`src/rtl/tpu_feed_pkg.sv`:
```
// Shared state type and drain constants for the TPU operand feeder.
package tpu_feed_pkg;

  typedef enum logic [1:0] {
    IDLE  = 2'd0,
    FEED  = 2'd1,
    DRAIN = 2'd2
  } feed_state_t;

  // Must equal the depth of the downstream reg_delay_8L operand line.
  localparam int DRAIN_CYCLES = 8;
  localparam int DRAIN_CNT_W  = $clog2(DRAIN_CYCLES);

endpackage

```
`src/rtl/feeder_fifo.sv`:
```
// Synchronous FIFO with head-of-queue read data and an occupancy count.
module feeder_fifo #(
  parameter int WIDTH = 19,
  parameter int DEPTH = 8
) (
  input  logic                   clk_i,
  input  logic                   reset_n_i,
  input  logic                   push_i,
  input  logic                   pop_i,
  input  logic [WIDTH-1:0]       wdata_i,
  output logic [WIDTH-1:0]       rdata_o,
  output logic [$clog2(DEPTH):0] count_o
);
  localparam int PTR_W = $clog2(DEPTH);

  logic [WIDTH-1:0] mem_q [DEPTH];
  logic [PTR_W-1:0] wr_ptr_q, rd_ptr_q;
  logic [PTR_W:0]   count_q;
  logic             push_s, pop_s;

  assign push_s  = push_i && (count_q != (PTR_W+1)'(DEPTH));
  assign pop_s   = pop_i && (count_q != '0);
  assign rdata_o = mem_q[rd_ptr_q];
  assign count_o = count_q;

  // Pointers wrap naturally because DEPTH is a power of two.
  always_ff @(posedge clk_i or negedge reset_n_i) begin
    if (!reset_n_i) begin
      wr_ptr_q <= '0;
      rd_ptr_q <= '0;
      count_q  <= '0;
    end else begin
      if (push_s) wr_ptr_q <= wr_ptr_q + 1'b1;
      if (pop_s)  rd_ptr_q <= rd_ptr_q + 1'b1;
      case ({push_s, pop_s})
        2'b10:   count_q <= count_q + 1'b1;
        2'b01:   count_q <= count_q - 1'b1;
        default: count_q <= count_q;
      endcase
    end
  end

  always_ff @(posedge clk_i) begin
    if (push_s) mem_q[wr_ptr_q] <= wdata_i;
  end

endmodule

```
`src/rtl/tpu_operand_feeder.sv`:
```
// Operand feeder ahead of the reg_delay_8L line: FIFO, row drain window, row_done.
// Optional row-length checker enabled by defining FEEDER_ROWLEN_CHECK_EN.
module tpu_operand_feeder
  import tpu_feed_pkg::*;
#(
  parameter int DATA_WIDTH = 18,
  parameter int FIFO_DEPTH = 8,
  parameter int ROW_LEN    = 16
) (
  input  logic                        clk_i,
  input  logic                        reset_n_i,
  input  logic [DATA_WIDTH-1:0]       in_data_i,
  input  logic                        in_valid_i,
  input  logic                        in_last_i,
  output logic                        in_ready_o,
  input  logic                        feed_en_i,
  output logic [DATA_WIDTH-1:0]       feed_data_o,
  output logic                        feed_valid_o,
  output logic                        feed_last_o,
  output logic                        row_done_o,
  output logic                        busy_o,
  output logic [$clog2(FIFO_DEPTH):0] fifo_count_o,
  output logic                        row_len_err_o
);
  localparam int CNT_W = $clog2(FIFO_DEPTH) + 1;

  feed_state_t            state_q, state_d;
  logic [DRAIN_CNT_W-1:0] drain_cnt_q, drain_cnt_d;
  logic [DATA_WIDTH-1:0]  feed_data_q, feed_data_d;
  logic                   feed_valid_q, feed_valid_d;
  logic                   feed_last_q, feed_last_d;
  logic                   row_done_q, row_done_d;
  logic [CNT_W-1:0]       count_s;
  logic [DATA_WIDTH:0]    head_s;
  logic                   push_s, pop_s, nonempty_s;

  // in_ready depends only on the registered count, never on this cycle's pop.
  assign nonempty_s = (count_s != '0);
  assign in_ready_o = (count_s < CNT_W'(FIFO_DEPTH));
  assign push_s     = in_valid_i && in_ready_o;
  assign pop_s      = (state_q == FEED) && feed_en_i && nonempty_s;

  feeder_fifo #(.WIDTH(DATA_WIDTH + 1), .DEPTH(FIFO_DEPTH)) u_fifo (
    .clk_i     (clk_i),
    .reset_n_i (reset_n_i),
    .push_i    (push_s),
    .pop_i     (pop_s),
    .wdata_i   ({in_last_i, in_data_i}),
    .rdata_o   (head_s),
    .count_o   (count_s)
  );

  always_comb begin
    state_d      = state_q;
    drain_cnt_d  = drain_cnt_q;
    row_done_d   = 1'b0;
    feed_data_d  = '0;
    feed_valid_d = 1'b0;
    feed_last_d  = 1'b0;
    if (pop_s) begin
      feed_data_d  = head_s[DATA_WIDTH-1:0];
      feed_valid_d = 1'b1;
      feed_last_d  = head_s[DATA_WIDTH];
    end else begin
      feed_data_d  = '0;
    end
    case (state_q)
      IDLE: begin
        if (nonempty_s) state_d = FEED;
        else            state_d = IDLE;
      end
      FEED: begin
        if (pop_s && head_s[DATA_WIDTH]) begin
          state_d     = DRAIN;
          drain_cnt_d = DRAIN_CNT_W'(DRAIN_CYCLES - 1);
        end else begin
          state_d     = FEED;
        end
      end
      DRAIN: begin
        // Free-running drain: feed_en has no effect here.
        if (drain_cnt_q == '0) begin
          row_done_d = 1'b1;
          state_d    = nonempty_s ? FEED : IDLE;
        end else begin
          drain_cnt_d = drain_cnt_q - 1'b1;
        end
      end
      default: state_d = IDLE;
    endcase
  end

  always_ff @(posedge clk_i or negedge reset_n_i) begin
    if (!reset_n_i) begin
      state_q      <= IDLE;
      drain_cnt_q  <= '0;
      feed_data_q  <= '0;
      feed_valid_q <= 1'b0;
      feed_last_q  <= 1'b0;
      row_done_q   <= 1'b0;
    end else begin
      state_q      <= state_d;
      drain_cnt_q  <= drain_cnt_d;
      feed_data_q  <= feed_data_d;
      feed_valid_q <= feed_valid_d;
      feed_last_q  <= feed_last_d;
      row_done_q   <= row_done_d;
    end
  end

  assign feed_data_o  = feed_data_q;
  assign feed_valid_o = feed_valid_q;
  assign feed_last_o  = feed_last_q;
  assign row_done_o   = row_done_q;
  assign busy_o       = nonempty_s || (state_q != IDLE);
  assign fifo_count_o = count_s;

`ifdef FEEDER_ROWLEN_CHECK_EN
  localparam int WC_W = $clog2(ROW_LEN + 2);

  logic [WC_W-1:0] word_cnt_q;
  logic            row_len_err_q;

  // Saturating count so an over-long row cannot wrap back to a legal length.
  always_ff @(posedge clk_i or negedge reset_n_i) begin
    if (!reset_n_i) begin
      word_cnt_q    <= '0;
      row_len_err_q <= 1'b0;
    end else if (pop_s) begin
      if (head_s[DATA_WIDTH]) begin
        word_cnt_q <= '0;
        if ((32'(word_cnt_q) + 32'd1) != 32'(ROW_LEN)) row_len_err_q <= 1'b1;
      end else if (word_cnt_q != '1) begin
        word_cnt_q <= word_cnt_q + 1'b1;
      end
    end
  end

  assign row_len_err_o = row_len_err_q;
`else
  // Constant 0 for any legal ROW_LEN.
  assign row_len_err_o = (ROW_LEN < 1);
`endif

endmodule

```
`config.mk`:
```
export PLATFORM = sky130hd
export DESIGN_NAME = tpu_operand_feeder
export DESIGN_NICKNAME = d
export VERILOG_FILES = /design/src/rtl/tpu_feed_pkg.sv /design/src/rtl/feeder_fifo.sv /design/src/rtl/tpu_operand_feeder.sv
export SDC_FILE = /design/constraint.sdc
export NUM_CORES = 1
export LEC_CHECK = 0
export BUFFER_PORTS_ARGS = -buffer_cell sky130_fd_sc_hd__buf_2
export CORE_AREA = 2 2 111 113
export DETAILED_ROUTE_END_ITERATION = 10
export DIE_AREA = 0 0 113 115
export PLACE_DENSITY = 0.82
export SKIP_LAST_GASP = 1
export SYNTH_ARGS = -nofsm -noshare
export SYNTH_HDL_FRONTEND = slang
export SYNTH_SLANG_ARGS = --single-unit
export TNS_END_PERCENT = 5
```
`constraint.sdc`:
```
create_clock -name clk_i -period 6.8 [get_ports clk_i]
set_input_delay 0.34 -clock clk_i [delete_from_list [all_inputs] [get_ports clk_i]]
set_output_delay 0.34 -clock clk_i [all_outputs]
set_load 0.02 [all_outputs]
```
==> flow_summary.json <==
{
  "hold_viol": 0,
  "post-place-cells": 573,
  "setup_viol": 0,
  "worst_r2r_startpoint": "state_q[1]",
  "whs_ns": 0.0341,
  "critical_path.max_fanout": 26,
  "startpoint_type": "flop",
  "hold_path.class": "input pin to async pin",
  "min_period_ns": 2.90,
  "die_h_microns": 115,
  "rsz0062_at_grt": "no",
  "worst-endpoint-arrival_ns": 3.19,
  "maxcap_violations": 0,
  "fin_nets": 479,
  "worst_path_max_delay_cell": "dfrtp_1",
  "grt_usage_pct": 22.5,
  "final-instance-count-excl-fill": 605,
  "antenna_found_initial": 2,
  "fin_worst_skew_ns": 0.0103,
  "cts-root-to-sink-buffers": 2,
  "synthesis.area_sq_um": 7380,
  "die_x_microns": 113,
  "antenna_left": 0,
  "vdd.ir_drop.worst_mv": 0.206,
  "largest_net_degree_at_the_start_of_global_routing": 42,
  "detail_route.wl_per_cell_microns": 22.3,
  "commonest_non_fill_non_tap_cell_in_the_layout": "edfxtp_1",
  "synth_top_area_cell": "edfxtp_1",
  "worst_pin_slew_ns": 0.847,
  "detail_route.vias_per_cell": 6.07,
  "critical_path_buf_inv_count": 3,
  "hpwl_microns": 7470,
  "max_stage_delay_ns": 0.41,
  "post_synth_inst_count": 381,
  "final-max-slew-violation-count": 0,
  "p_leak_uw": 0.00305,
  "synth_top_cells_by_area": "edfxtp_1 62%, dfrtp_1 12%, mux4_2 11%",
  "crit_chain": "inv_1 > ha_1 > nand2_1 > or2_1 > buf_4 > inv_2 > ha_1 > xor2_1 > ha_1 > a21oi_1 > xor2_1 > nor2_1 > xor2_1",
  "clk_root_buffer_cell": "clkbuf_16",
  "worst-setup-path-type": "flop to flop",
  "required_time_of_the_critical_path_ns": 7.09,
  "syn_avg_cell_area_sq_um": 19.4,
  "placement.cell_area_sq_um": 7810,
  "numCtsBuffers": 17,
  "fp.dieArea_sq_um": 13000,
  "ys_ff_latch": 188,
  "clock.fmax_mhz": 344,
  "clock-sinks": 188,
  "setup_tns_ns": 0,
  "violated_checks": "design-rule violations",
  "wl_microns": 13500,
  "number_of_enable_type_register_cells_in_the_synthesized_netlist": 152,
  "rrSetupSlack_ns": 3.90,
  "wire_length_of_the_first_global_routing_pass_microns": 21200,
  "design.core.area_sq_um": 11800,
  "yosys_most_used_dff": "edfxtp_1",
  "boundaryPins": 51,
  "synth_largest_type_area_fraction_pct": 61.9,
  "cts.hold.buffers_added": 0,
  "final_min_period_over_clock_period_pct": 42.7,
  "routed-via-count": 3674,
  "tritoncts": "built",
  "ys_types": 41,
  "run_status": "finished with violations",
  "r2r_cells": 13,
  "post-route-drc-count": 2,
  "synth.net_count": 415,
  "drt_iter0_markers": 333,
  "asyncSetResetFlopFracSynth_pct": 19.1,
  "grt_remaining_overflow": 0,
  "postLayoutCellArea_sq_um": 8350,
  "leading_cell_types_in_the_layout_fill_and_taps_excluded": "152 x edfxtp_1, 49 x buf_2, 37 x mux4_2",
  "cts_resized": 0,
  "drt_pre_antenna_iters": 8,
  "grt_pass1_vias": 3789,
  "rr_endpoint": "u_fifo.count_o[2]",
  "area.growth.synth_to_final_pct": 13.1,
  "synth_warnings": 0,
  "synth_seq_area_share_pct": 74.1,
  "fp-row-count": 40,
  "slew_headroom_pct": 43.6,
  "setup.worst_path.end_class": "flop",
  "gpl.final_weighted_congestion": 0.866,
  "htreeDepth": 4,
  "power_density_nw_per_um2": 422,
  "total_design_power_uw": 3520,
  "cpLargestDelayFamily": "adder cells",
  "worst_skew_pair.late_latency_ns": 0.42,
  "layout-drive-gt1-share_pct": 30.2,
  "initial_standard_cell_utilization_of_the_core_pct": 62.5,
  "post_cts_repair_timing_setup_buffer_count": 0,
  "worst_setup_hold_path_clk_slew_ns": 0.06,
  "port_buffers": 49
}
## stage by stage
stage | setup WS [ns] | utilization, %
after floorplan | 4.08 | -
after CTS | 3.96 | 70.7
final | 3.90 | 70.7
after global routing | 3.65 | 70.7
after detailed placement | 3.97 | 66.1
after global placement | 4.14 | 66.1
## worst max path at each step
stage	from	end	slack, ns	cells after the start
6_report	state_q[1]	u_fifo.count_o[2]	3.90	13
2_1_floorplan	u_fifo.count_o[3]	u_fifo.mem_q[1][0]	4.08	3
5_1_grt	state_q[1]	u_fifo.count_o[2]	3.65	13
3_5_place_dp	state_q[1]	u_fifo.count_o[2]	3.97	13
4_1_cts	state_q[1]	u_fifo.count_o[2]	3.96	13
3_3_place_gp	u_fifo.count_o[1]	u_fifo.count_o[2]	4.14	11
## cells in the mapped netlist, types with 5 or more instances
| cell | n |
|---|---|
| buf_2 | 9 |
| dfrtp_1 | 36 |
| edfxtp_1 | 152 |
| ha_1 | 11 |
| inv_1 | 9 |
| mux2_2 | 5 |
| mux2i_1 | 19 |
| mux4_2 | 37 |
| nand2_1 | 13 |
| nor2_1 | 28 |
| xnor2_1 | 5 |
| xor2_1 | 5 |
## cells by family (layout without fill, tap and decap cells)
group | Yosys count | in the layout | synth area share, %
flops | 188 | 188 | 74.1
simple gates | 68 | 68 | 4.80
mux | 61 | 61 | 14.6
buf+inv | 26 | 102 | 1.88
compound gates | 16 | 16 | 1.53
fa+ha+maj | 11 | 11 | 1.87
xor+xnor | 10 | 10 | 1.19
other cells | 1 | 2 | 0.0508
## flip-flops by register name (all words and copies together), names as in the netlist
name and flops:
feed_valid_o 1, u_fifo.mem_q 152, u_fifo.rd_ptr_q 3, drain_cnt_q 3, u_fifo.count_o 4, feed_last_o 1
state_q 2, row_done_o 1, feed_data_o 18, u_fifo.wr_ptr_q 3
## power by group
| group | switching (uW) | internal (uW) |
|---|---|---|
| sequential | 86.0 | 1430 |
| combinational | 628 | 480 |
| clock | 398 | 501 |
## routing by layer
layer	GRT usage [%]	wire length, microns	vias up
met5	0	0	-
met3	5.64	897	26
met4	8.46	299	0
met2	36.6	6910	170
li1	-	-	1611
met1	30.3	5380	1867
## layout make-up
cell class	instances	area, sq um
clock buffer	20	437
inverter	10	37.5
multi-input combinational	167	1790
sequential	188	5470
fill	714	3460
clock inverter	11	100
tap	147	184
antenna	1	2.50
timing repair buffer	61	335
Note: power is estimated with default switching activity, not from simulation.
